### src/rtl/mem_arbiter.sv
// Unified RAM port arbiter between instruction fetch (i-side) and memory stage (d-side).
// D-side has priority; a streak counter forces a fetch grant so fetch cannot starve.
module mem_arbiter #(
    parameter int MAX_DSTREAK = 4,
    parameter int TIMEOUT     = 255
) (
    input  logic        CLK,
    input  logic        RST,
    input  logic        iREN,
    input  logic [31:0] iaddr,
    output logic        iwait,
    output logic [31:0] iload,
    input  logic        dREN,
    input  logic        dWEN,
    input  logic [31:0] daddr,
    input  logic [31:0] dstore,
    output logic        dwait,
    output logic [31:0] dload,
    output logic        ramREN,
    output logic        ramWEN,
    output logic [31:0] ramaddr,
    output logic [31:0] ramstore,
    input  logic [31:0] ramload,
    input  logic [1:0]  ramstate,
    output logic        mem_err
);

    localparam logic [1:0] IDLE    = 2'd0;
    localparam logic [1:0] GRANT_I = 2'd1;
    localparam logic [1:0] GRANT_D = 2'd2;

    localparam logic [1:0] RAM_ACCESS = 2'd2;
    localparam logic [1:0] RAM_ERROR  = 2'd3;

    localparam logic [3:0] MAXS = 4'(MAX_DSTREAK);
    localparam logic [7:0] TLIM = 8'(TIMEOUT - 1);

    logic [1:0] r_state;
    logic [3:0] r_dstreak;
    logic [7:0] r_tcnt;
    logic       r_mem_err;

    logic [1:0] w_next;
    logic [3:0] w_dstreak_nxt;
    logic [7:0] w_tcnt_nxt;
    logic       w_err_set;
    logic       w_dreq;
    logic       w_req;
    logic       w_i_done;
    logic       w_d_done;

    assign w_dreq   = dREN | dWEN;
    assign w_i_done = (r_state == GRANT_I) && iREN   && (ramstate == RAM_ACCESS);
    assign w_d_done = (r_state == GRANT_D) && w_dreq && (ramstate == RAM_ACCESS);

    assign iwait   = ~w_i_done;
    assign dwait   = ~w_d_done;
    assign iload   = ramload;
    assign dload   = ramload;
    assign mem_err = r_mem_err;

    // Strobes are gated by the live request so a withdrawn request releases the RAM at once.
    always_comb begin
        ramREN   = 1'b0;
        ramWEN   = 1'b0;
        ramaddr  = '0;
        ramstore = '0;
        case (r_state)
            GRANT_I: begin
                ramaddr = iaddr;
                ramREN  = iREN;
            end
            GRANT_D: begin
                ramaddr  = daddr;
                ramstore = dstore;
                ramWEN   = dWEN;
                ramREN   = dREN & ~dWEN;
            end
            default: ;
        endcase
    end

    always_comb begin
        w_next        = r_state;
        w_dstreak_nxt = r_dstreak;
        w_tcnt_nxt    = r_tcnt;
        w_err_set     = 1'b0;
        w_req         = (r_state == GRANT_I) ? iREN : w_dreq;
        case (r_state)
            IDLE: begin
                w_tcnt_nxt = '0;
                if (w_dreq && !((r_dstreak == MAXS) && iREN))
                    w_next = GRANT_D;
                else if (iREN)
                    w_next = GRANT_I;
            end
            GRANT_I, GRANT_D: begin
                if (!w_req) begin
                    w_next = IDLE;
                end else if (ramstate == RAM_ACCESS) begin
                    w_next = IDLE;
                    if (r_state == GRANT_I)
                        w_dstreak_nxt = '0;
                    else if (!iREN)
                        w_dstreak_nxt = '0;
                    else if (r_dstreak != MAXS)
                        w_dstreak_nxt = r_dstreak + 4'd1;
                end else if (ramstate == RAM_ERROR) begin
                    w_next    = IDLE;
                    w_err_set = 1'b1;
                end else if (r_tcnt == TLIM) begin
                    w_next    = IDLE;
                    w_err_set = 1'b1;
                end else begin
                    w_tcnt_nxt = r_tcnt + 8'd1;
                end
            end
            default: w_next = IDLE;
        endcase
    end

    always_ff @(posedge CLK or posedge RST) begin
        if (RST) begin
            r_state   <= IDLE;
            r_dstreak <= '0;
            r_tcnt    <= '0;
            r_mem_err <= 1'b0;
        end else begin
            r_state   <= w_next;
            r_dstreak <= w_dstreak_nxt;
            r_tcnt    <= w_tcnt_nxt;
            if (w_err_set)
                r_mem_err <= 1'b1;
        end
    end

endmodule

### config.mk
export PLATFORM = sky130hd
export DESIGN_NAME = mem_arbiter
export DESIGN_NICKNAME = d
export VERILOG_FILES = /design/src/rtl/mem_arbiter.sv
export SDC_FILE = /design/constraint.sdc
export NUM_CORES = 1
export LEC_CHECK = 0
export ABC_CLOCK_PERIOD_IN_PS = 4660
export BUFFER_PORTS_ARGS = -buffer_cell sky130_fd_sc_hd__buf_2
export CELL_PAD_IN_SITES_DETAIL_PLACEMENT = 1
export CELL_PAD_IN_SITES_GLOBAL_PLACEMENT = 2
export CORE_ASPECT_RATIO = 0.7
export CORE_MARGIN = 1
export CORE_UTILIZATION = 15
export DETAILED_ROUTE_END_ITERATION = 10
export GPL_TIMING_DRIVEN = 1
export PLACE_DENSITY = 0.85
export REMOVE_ABC_BUFFERS = 1
export SLEW_MARGIN = 20
export SYNTH_ARGS = -nofsm -noshare
export SYNTH_HDL_FRONTEND = slang
export SYNTH_SLANG_ARGS = --single-unit
export TNS_END_PERCENT = 1
### constraint.sdc
create_clock -name CLK -period 4.66 [get_ports CLK]
set_input_delay 0.233 -clock CLK [delete_from_list [all_inputs] [get_ports CLK]]
set_output_delay 0.233 -clock CLK [all_outputs]
set_load 0.05 [all_outputs]
# --- Word-level counts from Yosys, hierarchy flattened ---
# Cells that the tools add are included.
op_classes:
  n_addsub: 2
  n_eq_ne: 14
  mux: 25
  bitwise_logic: 5
  reduce_logical: 13
ops:
  columns: ["op", "n"]
  rows:
  - ["$pmux 32 s2", 1]
  - ["$mux 32", 1]
  - ["$mux 8", 4]
  - ["$pmux 8 s2", 1]
  - ["$mux 2", 6]
  - ["$mux 4", 3]
  - ["$add 8x1->8 const B", 1]
  - ["$eq 8x8->1 const B", 1]
  - ["$ne 2x2->1 const B", 4]
  - ["$mux 1", 7]
  - ["$eq 2x2->1 const B", 3]
  - ["$logic_and 1x1->1", 6]
  - ["$ne 5x5->1 const B", 1]
  - ["$reduce_and 5->1", 1]
  - ["$add 4x1->4 const B", 1]
  - ["$eq 4x3->1 const B", 1]
  - ["$ne 4x3->1 const B", 1]
  - ["$pmux 2 s2", 1]
  - ["$reduce_and 4->1", 1]
  - ["$ne 3x1->1 const B", 1]
  - ["$ne 3x3->1 const B", 1]
  - ["$not 1->1", 3]
  - ["$eq 2x1->1 const B", 1]
  - ["$logic_not 2->1", 1]
  - ["7 further kinds", 7]
totals:
  ff_bits: 15
  inputBits: 135
  out_inout_bits: 133
  word_cells: 63

# --- Longest topological paths before layout ---
# Gate-level depths: netlist (run 1).
depth:
  depth_word: 6
  mapped_depth: 7
  ltp_nobuf: 6

# --- Least setup slack after synthesis (run 1) ---
# No wires, ideal clock.
synth_timing:
  path_type: "reg2out"
  startpoint: "register r_state[1]"
  endpoint: "output port ramREN"
  arrival_time_ps: 1943
  t_required_ps: 4427
  setup_slack_ps: 2484
  stages_incl_launch_ff: 7
  path_buffers: 2
  cell_sequence: "dfrtp_1 inv_1 ha_1 clkbuf_1 clkbuf_1 nand2_1 a21oi_1"
synth_via:
  elab_chain_cells: 2
  elab_cells_between_ends: 3
  classes_between: "eq/ne (2); mux (1)"
synth_lines:
  columns: ["element", "line_no", "text"]
  rows:
  - ["start: declaration", "38", "logic [1:0] r_state;"]
  - ["start signal: assignment", "129", "r_state <= w_next;"]
  - ["$eq 2x2->1 or $eq 2x1->1 (tied branches)", "68", "case (r_state)"]
  - ["$pmux 1 s2 (*)", "68", null]
  - ["end: declaration", "19", "output logic ramREN,"]
# Every way passes the cells marked *; elsewhere a longest branch is shown, timed or not.

# --- Final worst setup path (run 1) ---
layout_timing:
  startpoint: "register r_state[0]"
  endpoint: "output port ramREN"
# Same word-level chain as after synthesis.

==> impl_metrics.csv, run 1 <==
group,metric,value,unit
detailed_routing,detail_route.first_pass.iterations,4,
setup_path,worst-endpoint-required,4.43,ns
die,floorplan.die.width,145,um
synth,synth_most_common_cell,"sky130_fd_sc_hd__buf_4",
clock_network,cts_resized,0,
synth,synth_warnings,0,
sta,fmaxAchievable,345,MHz
sta,fin_setup_tns,0,ns
synth,postSynthCellCount,283,
synth,seq_area_frac_synth,17.5,%
synth,yosys.area_share.xor_xnor,0.408,%
setup_path,critical_path_arrival,2.66,ns
global_route,first_global_vias,2227,
synth,synth_simple_gate_area_share,28.4,%
setup_path,critPathMaxStageDelay,0.82,ns
die,die_y,102,um
synth,synth_top_cell_area_share,22.4,%
job,drv_cap,0,
global_route,global_route.overflow_total,0,
synth,synth_top_family_by_area,"simple AND/OR/NAND/NOR gates",
outcome,status,"finished clean",
setup_path,worst_flop_to_flop_path_startpoint,"r_state[0]$_DFFE_PP0P_",
detailed_routing,top_layer_used,"met5",
clock_network,clkSinkCount,15,
sta,finalCritPeriodShare,62.2,%
synth,yosys-top-cells-count,"64 x sky130_fd_sc_hd__buf_4, 33 x sky130_fd_sc_hd__a22oi_1, 33 x sky130_fd_sc_hd__and2_1, 33 x sky130_fd_sc_hd__nor2_1, 15 x sky130_fd_sc_hd__dfrtp_1",
global_route,grt_start_max_net_pins,68,
synth,synthesis.area_per_instance,7.59,um^2
power_and_ir_drop,irDropWorstVdd,0.123,mV
clock_network,cts_root_buffer,"sky130_fd_sc_hd__clkbuf_16",
synth,synth_area_leader_cell,"sky130_fd_sc_hd__buf_4",
clock_network,cts_tree,"yes",
die,core_area,0.0140,mm^2
clock_network,postCtsHoldBufs,0,
die,start_util,15.4,%
die,die_area,0.0148,mm^2
synth,synth-adder-area-share,4.66,%
synth,synth-main-ff-cell,"sky130_fd_sc_hd__dfrtp_1",
worst_hold_path,hp-class,"input port to async pin",
sta,finalWorstPathRequiredPeriod,2.90,ns
synth,mappedNetlistArea,0.00215,mm^2
clock_network,post-cts-setup-buffers,0,
setup_path,startpoint_type,"register",
global_route,grt.total_usage,12.4,%
synth,yosysUniqueCellTypes,51,
setup_path,timing.rr.end,"r_tcnt[5]$_DFFE_PP0P_",
sta,relSlewSlack,31.0,%
power_and_ir_drop,powerDensity,622,mW/mm^2
setup_path,worstPathCellList,"inv_1 > ha_1 > clkinv_1 > a21oi_1 > buf_2",
cells_and_area,area_delta_synth_final,29.0,%
setup_path,timing_worst_setup_path_type,"register to output port",
setup_path,ff2ff_path_depth,6,
detailed_routing,route.met3.wl,1.19,mm
clock_network,clk_pin_slew,0.05,ns
sta,timing.clock.skew,0.000479,ns
sta,measured_slew_at_the_worst_slew_check_pin,1.04,ns
cells_and_area,final_design_area_no_fill,0.00277,mm^2
clock_network,clk_path_buf_depth,2,
detailed_routing,dr_total_vias,2381,
clock_network,cts-buffers-inserted,3,
synth,synthArstFlopShare,100,%
detailed_routing,post-route-drc-count,0,
setup_path,regToRegSetupSlack,1.95,ns
setup_path,path_max_fanout,35,
detailed_routing,postRouteAntennaNets,0,
setup_path,slowest_stage,"sky130_fd_sc_hd__clkinv_1",
synth,synth_edf_count,0,
detailed_routing,avgRoutedWirePerCell,18.0,um
detailed_routing,drt_iter0_drc,105,
die,io_pins,268,
cells_and_area,antenna_cell_count,0,
detailed_routing,routedLengthMet1,4.59,mm
placement,place_area,0.00269,mm^2
cells_and_area,nFillCells,1749,
placement,dp_hpwl,8.39,mm
placement,number_of_input_and_output_port_buffers_inserted,171,
synth,yosys_reg_bits,15,
power_and_ir_drop,power_leakage,1.43,nW
global_route,grt_pass1_wl,13.9,mm
die,fp-row-count,36,
sta,grt_setup_unrepaired,"false",
placement,gp_routability_congestion,0.775,
sta,finalSetupViolCount,0,
setup_path,crit_path_end_kind,"output port",
cells_and_area,fraction_of_layout_cells_with_a_size_suffix_above_1,49.2,%
sta,timing.final.hold_violations,0,
clock_network,htree_levels,1,
detailed_routing,post_drt_via_cell_ratio,4.19,
synth,yosys-top-cells-area,"sky130_fd_sc_hd__buf_4 22%, sky130_fd_sc_hd__dfrtp_1 17%, sky130_fd_sc_hd__a22oi_1 12%",
synth,synth_compound_area_share,19.1,%
clock_network,clk-insertion-delay-late,0.24,ns
detailed_routing,finalWirelength,10.2,mm
detailed_routing,wl_met2,4.35,mm
synth,synth.area.mux_share,1.92,%
sta,finalMaxSlewViolations,0,
cells_and_area,design.final.nets,522,
global_route,grt_antenna_before_repair,0,
==> where the power goes <==
part           total [mW]  leakage [nW]  internal [mW]  switching [mW]
clock               0.168        0.0382          0.116          0.0520
combinational        1.36          1.20          0.326            1.03
sequential          0.198         0.194          0.160          0.0380
total                1.72          1.43          0.602            1.12
==> worst max path at each step <==
| stage | startpoint | to | slack, ns |
|---|---|---|---|
| 3_5_place_dp | r_state[0]$_DFFE_PP0P_ | r_tcnt[5]$_DFFE_PP0P_ | 1.91 |
| 2_1_floorplan | r_state[0]$_DFFE_PP0P_ | ramREN | 1.99 |
| 4_1_cts | r_state[0]$_DFFE_PP0P_ | ramREN | 1.72 |
| 6_report | r_state[0]$_DFFE_PP0P_ | ramREN | 1.76 |
| 5_1_grt | r_state[0]$_DFFE_PP0P_ | ramREN | 1.54 |
| 3_3_place_gp | r_state[0]$_DFFE_PP0P_ | r_tcnt[2]$_DFFE_PP0P_ | 2.12 |
==> routing by layer <==
metal  vias up  global-route usage [%]
li1       1098                       -
met1      1171                    16.5
met2       106                    16.4
met3         4                    7.68
met4         2                    1.55
met5         -                    4.38
==> registers in the layout, indices dropped and copies added, names as in the netlist <==
name / cells
r_state: 2
r_dstreak: 4
r_tcnt: 8
mem_err: 1
==> placed cells by master (no fill, tap or decap), drive strengths merged, types with 2 or more instances in the layout <==
cell type	count
clkbuf	4
nand4	2
or3	2
nand4b	2
or4	2
o21ai	6
mux2i	3
nand2b	2
nor2b	2
and4	2
nand2	10
inv	10
and2	33
o221ai	3
a22oi	33
nor2	33
buf	172
dfrtp	15
ha	8
or2	3
nand3	6
==> logic make-up (layout without fill, tap and decap cells) <==
kind of cell	Yosys count	in the layout
simple gates	108	108
buf+inv	92	187
mux	4	4
fa+ha+maj	8	8
flops	15	15
compound gates	55	55
xor+xnor	1	1
==> worst max-delay path, delay by kind of cell (launching register included) <==
kind	cells	cell delay, ns
flops	1	0.38
fa+ha+maj	1	0.40
compound gates	1	0.39
buf+inv	3	1.23
==> metrics by stage <==
step	utilization, %	hold WS, ns	total power [mW]	instances	worst slack [ns]
2_1_floorplan	-	0.134	1.20	202	1.99
3_3_place_gp	19.3	0.347	1.52	564	2.12
3_5_place_dp	19.3	0.362	1.56	564	1.91
4_1_cts	19.8	0.0974	1.73	568	1.72
5_1_grt	19.8	0.117	1.83	568	1.54
6_report	19.8	0.0746	1.72	568	1.76
==> final cells by class <==
class	count	area (um^2)	area share [%]
multi-input cells	176	1170	42.3
repair buffers	172	863	31.2
flip-flops and latches	15	375	13.6
well taps	190	238	8.59
clock buffers	4	78.8	2.85
inverters	11	41.3	1.49
No activity file was read; power rests on OpenSTA's default activity.
==> run 2, diff against run 1 <==
Settings changed: ABC_CLOCK_PERIOD_IN_PS 4660 to 2800, CORE_UTILIZATION 15 to 14, PLACE_DENSITY 0.85 to 0.8.
Clock period 4.66 ns to 2.8 ns, I/O delays scaled along.
==> impl_metrics.csv, run 2 (synthesized netlist as in run 1, its figures left out) <==
group,metric,value,unit
outcome,status,"finished with violations",
outcome,failed_checks,"negative hold slack",
power_and_ir_drop,power.switching,1.87,mW
sta,finalSetupViolCount,0,
clock_network,clk_path_buf_depth,2,
detailed_routing,post_drt_via_cell_ratio,4.28,
power_and_ir_drop,irDropWorstVdd,0.283,mV
power_and_ir_drop,power_leakage,1.45,nW
placement,number_of_input_and_output_port_buffers_inserted,171,
detailed_routing,dr_total_vias,2463,
setup_path,startpoint_type,"register",
placement,pre_cts_ws,0.621,ns
clock_network,htree_levels,1,
cells_and_area,fraction_of_layout_cells_with_a_size_suffix_above_1,49.6,%
sta,grt_setup_unrepaired,"false",
placement,place_area,0.00272,mm^2
cells_and_area,leading_cell_type_in_the_layout_fill_and_taps_excluded,"sky130_fd_sc_hd__buf_2",
die,io_pins,268,
power_and_ir_drop,seq_power_share,11.2,%
setup_path,timing_worst_setup_path_type,"register to output port",
clock_network,clk_pin_slew,0.05,ns
power_and_ir_drop,internal_power,1.03,mW
global_route,grt_pass1_wl,15.7,mm
setup_path,worstPathCellList,"inv_1 > ha_2 > buf_4 > a22oi_1 > nor2_1 > buf_2",
job,drv_cap,0,
setup_path,worst_path_dominant_cell_family,"buffers and inverters",
clock_network,cts-buffers-inserted,3,
sta,fmaxAchievable,433,MHz
global_route,global_route.overflow_total,0,
setup_path,worst-endpoint-required,2.66,ns
cells_and_area,area_delta_synth_final,30.3,%
clock_network,cts_tree,"yes",
die,fp-row-count,37,
clock_network,clkSinkCount,15,
die,core_area,0.0148,mm^2
setup_path,critical_path_depth,6,
power_and_ir_drop,total_power,2.90,mW
setup_path,crit_path_end_kind,"output port",
cells_and_area,top_register,"r_tcnt",
detailed_routing,detail_route.first_pass.iterations,4,
power_and_ir_drop,combPwrFrac,79.1,%
sta,post-route-worst-setup-slack,0.489,ns
setup_path,critPathMaxStageDelay,0.52,ns
global_route,grt_antenna_before_repair,0,
cells_and_area,final_design_area_no_fill,0.00280,mm^2
cells_and_area,biggestRegsByFlops,"r_tcnt (8), r_dstreak (4), r_state (2)",
die,die_area,0.0158,mm^2
sta,finalCritPeriodShare,82.5,%
placement,dp_hpwl,8.84,mm
detailed_routing,postRouteAntennaNets,0,
sta,fin_setup_tns,0,ns
cells_and_area,largest_register_ff_count,8,
clock_network,cts_root_buffer,"sky130_fd_sc_hd__clkbuf_16",
power_and_ir_drop,clock_power_share,9.6,%
setup_path,path_max_fanout,26,
global_route,grt_start_max_net_pins,36,
detailed_routing,avgRoutedWirePerCell,18.9,um
sta,finalWorstPathRequiredPeriod,2.31,ns
setup_path,critical_path_arrival,2.17,ns
clock_network,clk-insertion-delay-late,0.24,ns
detailed_routing,finalWirelength,10.9,mm
sta,relSlewSlack,55.1,%
power_and_ir_drop,powerDensity,1040,mW/mm^2
cells_and_area,design.final.nets,525,
sta,holdWs,-0.00785,ns
cells_and_area,top_library_cells_by_usage_in_the_layout_fill_and_taps_aside,"171 x sky130_fd_sc_hd__buf_2, 33 x sky130_fd_sc_hd__nor2_1, 33 x sky130_fd_sc_hd__a22oi_1, 33 x sky130_fd_sc_hd__and2_1, 15 x sky130_fd_sc_hd__dfrtp_1",
sta,timing.final.hold_violations,15,
clock_network,postCtsHoldBufs,0,
die,start_util,14.5,%
die,floorplan.die.width,150,um
clock_network,cts_resized,0,
global_route,grt.total_usage,13.1,%
setup_path,worstPathBufferInverterCount,3,
clock_network,post-cts-setup-buffers,0,
setup_path,ff2ff_path_depth,6,
power_and_ir_drop,switching_share,64.5,%
detailed_routing,post-route-drc-count,0,
detailed_routing,drt_iter0_drc,124,
placement,gp_routability_congestion,0.736,
sta,measured_slew_at_the_worst_slew_check_pin,0.673,ns
worst_hold_path,hp-class,"input port to async pin",
setup_path,slowest_stage,"sky130_fd_sc_hd__ha_2",
sta,timing.clock.skew,0.00340,ns
global_route,first_global_vias,2527,
cells_and_area,antenna_cell_count,0,
sta,finalMaxSlewViolations,0,
die,die_y,106,um
-- run 2: changes by cell type in the layout (fill, tap and decap cells not counted) --
cell                    change
sky130_fd_sc_hd__buf_4      +3
-- run 2: path summary, 6_finish.rpt --
| path | slack [ns] | startpoint | endpoint |
|---|---|---|---|
| hold reg to reg | 0.47 | r_dstreak[3]$_DFFE_PP0P_ | r_dstreak[3]$_DFFE_PP0P_ |
| hold / removal | -0.008 | RST | r_dstreak[1]$_DFFE_PP0P_ |
| min in group CLK | 0.28 | ramload[11] | dload[11] |
| setup reg to reg | 0.63 | r_state[1]$_DFFE_PP0P_ | r_tcnt[2]$_DFFE_PP0P_ |
| max in group asynchronous | 2.37 | RST | r_tcnt[1]$_DFFE_PP0P_ |
| setup / recovery | 0.49 | r_state[0]$_DFFE_PP0P_ | ramaddr[15] |
-- run 2: power groups by stage --
| stage | Clock (mW) | Sequential [mW] | Combinational (mW) |
|---|---|---|---|
| 3_3_place_gp | 0 | 0.324 | 2.26 |
| 2_1_floorplan | 0 | 0.321 | 1.68 |
| 4_1_cts | 0.292 | 0.326 | 2.33 |
| 5_1_grt | 0.301 | 0.337 | 2.46 |
| 6_report | 0.280 | 0.326 | 2.30 |
| 3_5_place_dp | 0 | 0.330 | 2.32 |
-- run 2: area by class of cell --
| class | instances | area (um^2) |
|---|---|---|
| fill | 1818 | 12000 |
| clock buffer | 4 | 78.8 |
| timing repair buffer | 175 | 886 |
| sequential | 15 | 375 |
| inverter | 11 | 41.3 |
| multi-input combinational | 176 | 1170 |
| tap | 195 | 244 |
-- run 2: stage by stage --
| stage | util [%] | hold slack, ns | std cells |
|---|---|---|---|
| 5_1_grt | 18.9 | 0.0530 | 576 |
| 6_report | 18.9 | -0.00785 | 576 |
| 3_5_place_dp | 18.4 | 0.274 | 572 |
| 3_3_place_gp | 18.4 | 0.245 | 572 |
| 2_1_floorplan | - | 0.0415 | 202 |
| 4_1_cts | 18.9 | 0.00915 | 576 |
-- run 2: layer usage --
metal | GRT usage, % | wire length (um) | vias to the layer above
met5 | 5.67 | 0 | -
li1 | - | - | 1108
met2 | 20.0 | 4950 | 119
met4 | 1.66 | 41 | 0
met3 | 6.97 | 1150 | 4
met1 | 16.1 | 4740 | 1232
==> run 3, diff against run 2 <==
Settings changed: ABC_CLOCK_PERIOD_IN_PS 2800 to 2100, CORE_UTILIZATION 14 to 13, PLACE_DENSITY 0.8 to 0.78.
Clock period 2.8 ns to 2.1 ns, I/O delays scaled along.
==> impl_metrics.csv, run 3 (synthesized netlist as in run 1, its figures left out) <==
group,metric,value,unit
clock_network,htree_levels,1,
global_route,grt.total_usage,10.6,%
power_and_ir_drop,total_power,4.07,mW
cells_and_area,top_library_cells_by_usage_in_the_layout_fill_and_taps_aside,"156 x sky130_fd_sc_hd__buf_2, 33 x sky130_fd_sc_hd__nor2_1, 33 x sky130_fd_sc_hd__a22oi_1, 33 x sky130_fd_sc_hd__and2_1, 15 x sky130_fd_sc_hd__dfrtp_1",
sta,grt_setup_unrepaired,"false",
detailed_routing,post-route-drc-count,0,
outcome,status,"finished clean",
sta,relSlewSlack,58.5,%
power_and_ir_drop,irDropWorstVdd,0.389,mV
setup_path,timing.rr.end,"r_tcnt[2]$_DFFE_PP0P_",
placement,gp_routability_congestion,0.735,
die,die_y,110,um
placement,place_area,0.00281,mm^2
worst_hold_path,min_to,"dload[12]",
placement,pre_cts_ws,0.0970,ns
cells_and_area,largest_register_ff_count,8,
sta,finalSetupViolCount,0,
cells_and_area,nFillCells,1952,
setup_path,worst_flop_to_flop_path_startpoint,"r_state[1]$_DFFE_PP0P_",
global_route,global_route.overflow_total,0,
cells_and_area,fraction_of_layout_cells_with_a_size_suffix_above_1,50.1,%
cells_and_area,final_cells,605,
cells_and_area,final_design_area_no_fill,0.00294,mm^2
cells_and_area,design.final.nets,529,
cells_and_area,area_delta_synth_final,36.9,%
worst_hold_path,worst_hold_path.num_cells,0,
sta,fmaxAchievable,497,MHz
clock_network,cts_root_buffer,"sky130_fd_sc_hd__clkbuf_16",
setup_path,worstPathCellList,"inv_1 > ha_1 > buf_4 > clkinvlp_4 > buf_12 > nor2_1 > clkbuf_4",
die,fp-row-count,38,
detailed_routing,post_drt_via_cell_ratio,4.02,
setup_path,regToRegSetupSlack,0.18,ns
cells_and_area,biggestRegsByFlops,"r_tcnt (8), r_dstreak (4), r_state (2)",
power_and_ir_drop,power_leakage,1.47,nW
setup_path,critical_path_arrival,1.91,ns
die,start_util,13.6,%
sta,post-route-worst-setup-slack,0.0871,ns
global_route,grt_pass1_wl,13.9,mm
placement,number_of_input_and_output_port_buffers_inserted,171,
die,floorplan.die.width,156,um
sta,finalWorstPathRequiredPeriod,2.01,ns
clock_network,post-cts-setup-buffers,0,
cells_and_area,leading_cell_type_in_the_layout_fill_and_taps_excluded,"sky130_fd_sc_hd__buf_2",
detailed_routing,avgRoutedWirePerCell,16.8,um
clock_network,clk_pin_slew,0.05,ns
cells_and_area,antenna_cell_count,0,
sta,holdWs,0.210,ns
job,drv_cap,0,
sta,finalCritPeriodShare,95.9,%
clock_network,clkSinkCount,15,
setup_path,setup.worst_path.start,"r_state[0]$_DFFE_PP0P_",
detailed_routing,finalWirelength,10.1,mm
sta,timing.clock.skew,0.00620,ns
placement,dp_cells,600,
detailed_routing,drt_iter0_drc,144,
global_route,grt_antenna_before_repair,0,
detailed_routing,postRouteAntennaNets,0,
setup_path,startpoint_type,"register",
sta,timing.final.hold_violations,0,
sta,measured_slew_at_the_worst_slew_check_pin,0.621,ns
worst_hold_path,hp-class,"input port to output port",
setup_path,timing_worst_setup_path_type,"register to output port",
setup_path,ff2ff_path_depth,6,
die,io_pins,268,
setup_path,slowest_stage,"sky130_fd_sc_hd__dfrtp_1",
setup_path,critPathMaxStageDelay,0.37,ns
detailed_routing,dr_total_vias,2434,
cells_and_area,top_register,"r_tcnt",
placement,dp_hpwl,8.02,mm
worst_hold_path,timing.hold.worst.start,"ramload[12]",
cells_and_area,final_util,18.6,%
setup_path,worst-endpoint-required,2.00,ns
detailed_routing,detail_route.first_pass.iterations,4,
sta,finalMaxSlewViolations,0,
clock_network,clk-insertion-delay-late,0.25,ns
global_route,grt_start_max_net_pins,68,
power_and_ir_drop,powerDensity,1380,mW/mm^2
global_route,first_global_vias,2257,
die,core_area,0.0158,mm^2
die,die_area,0.0170,mm^2
setup_path,crit_path_end_kind,"output port",
clock_network,cts-buffers-inserted,3,
setup_path,path_max_fanout,33,
sta,fin_setup_tns,0,ns
clock_network,clk_path_buf_depth,2,
clock_network,cts_tree,"yes",
run 3: cell types whose count changed in the layout (fill, tap and decap cells not counted), sizes merged:
cell,change
clkbuf,+9
clkinvlp,+1
clkinv,-1
buf,-6
dlygate4sd3,+1
run 3: final cells by class:
class | instances | area, um^2 | share of cell area, %
Sequential cell | 15 | 375 | 12.8
Clock buffer | 4 | 78.8 | 2.68
Inverter | 11 | 45.0 | 1.53
Tap cell | 220 | 275 | 9.36
Multi-Input combinational cell | 176 | 1170 | 39.9
Timing Repair Buffer | 179 | 993 | 33.8
run 3: routing by layer:
metal	vias up	GRT usage [%]	wire, um
li1	1112	-	-
met1	1156	12.7	4060
met2	154	15.0	4630
met3	12	7.25	1380
met4	0	2.52	63
met5	-	4.76	0
run 3: critical path, delay by kind of cell, from the launching register on:
| family | cells | cell delay (ns) |
|---|---|---|
| adder cells (fa/ha/maj) | 1 | 0.32 |
| buffers and inverters | 5 | 0.81 |
| flip-flops | 1 | 0.37 |
| AND/OR/NAND/NOR | 1 | 0.15 |
run 3: power breakdown:
part	internal, mW	total (mW)	switching, mW
Sequential	0.355	0.427	0.0714
Combinational	0.927	3.26	2.34
Clock	0.257	0.380	0.122
Total	1.54	4.07	2.53
run 3: timing repair:
action / 4_1_cts / 5_1_grt
hold endpoints to repair: 15 / 0
hold buffers: 1 / 0
cloned: 0 / 0
endpoints found under the setup margin: 1 / 33
gates resized for setup: 1 / 21
run 3: how the worst max path moves through the flow:
stage,to
after CTS,ramREN
after global placement,r_tcnt[6]$_DFFE_PP0P_
after global routing,ramaddr[22]
after floorplan,ramREN
after detailed placement,r_tcnt[2]$_DFFE_PP0P_
final,ramaddr[19]
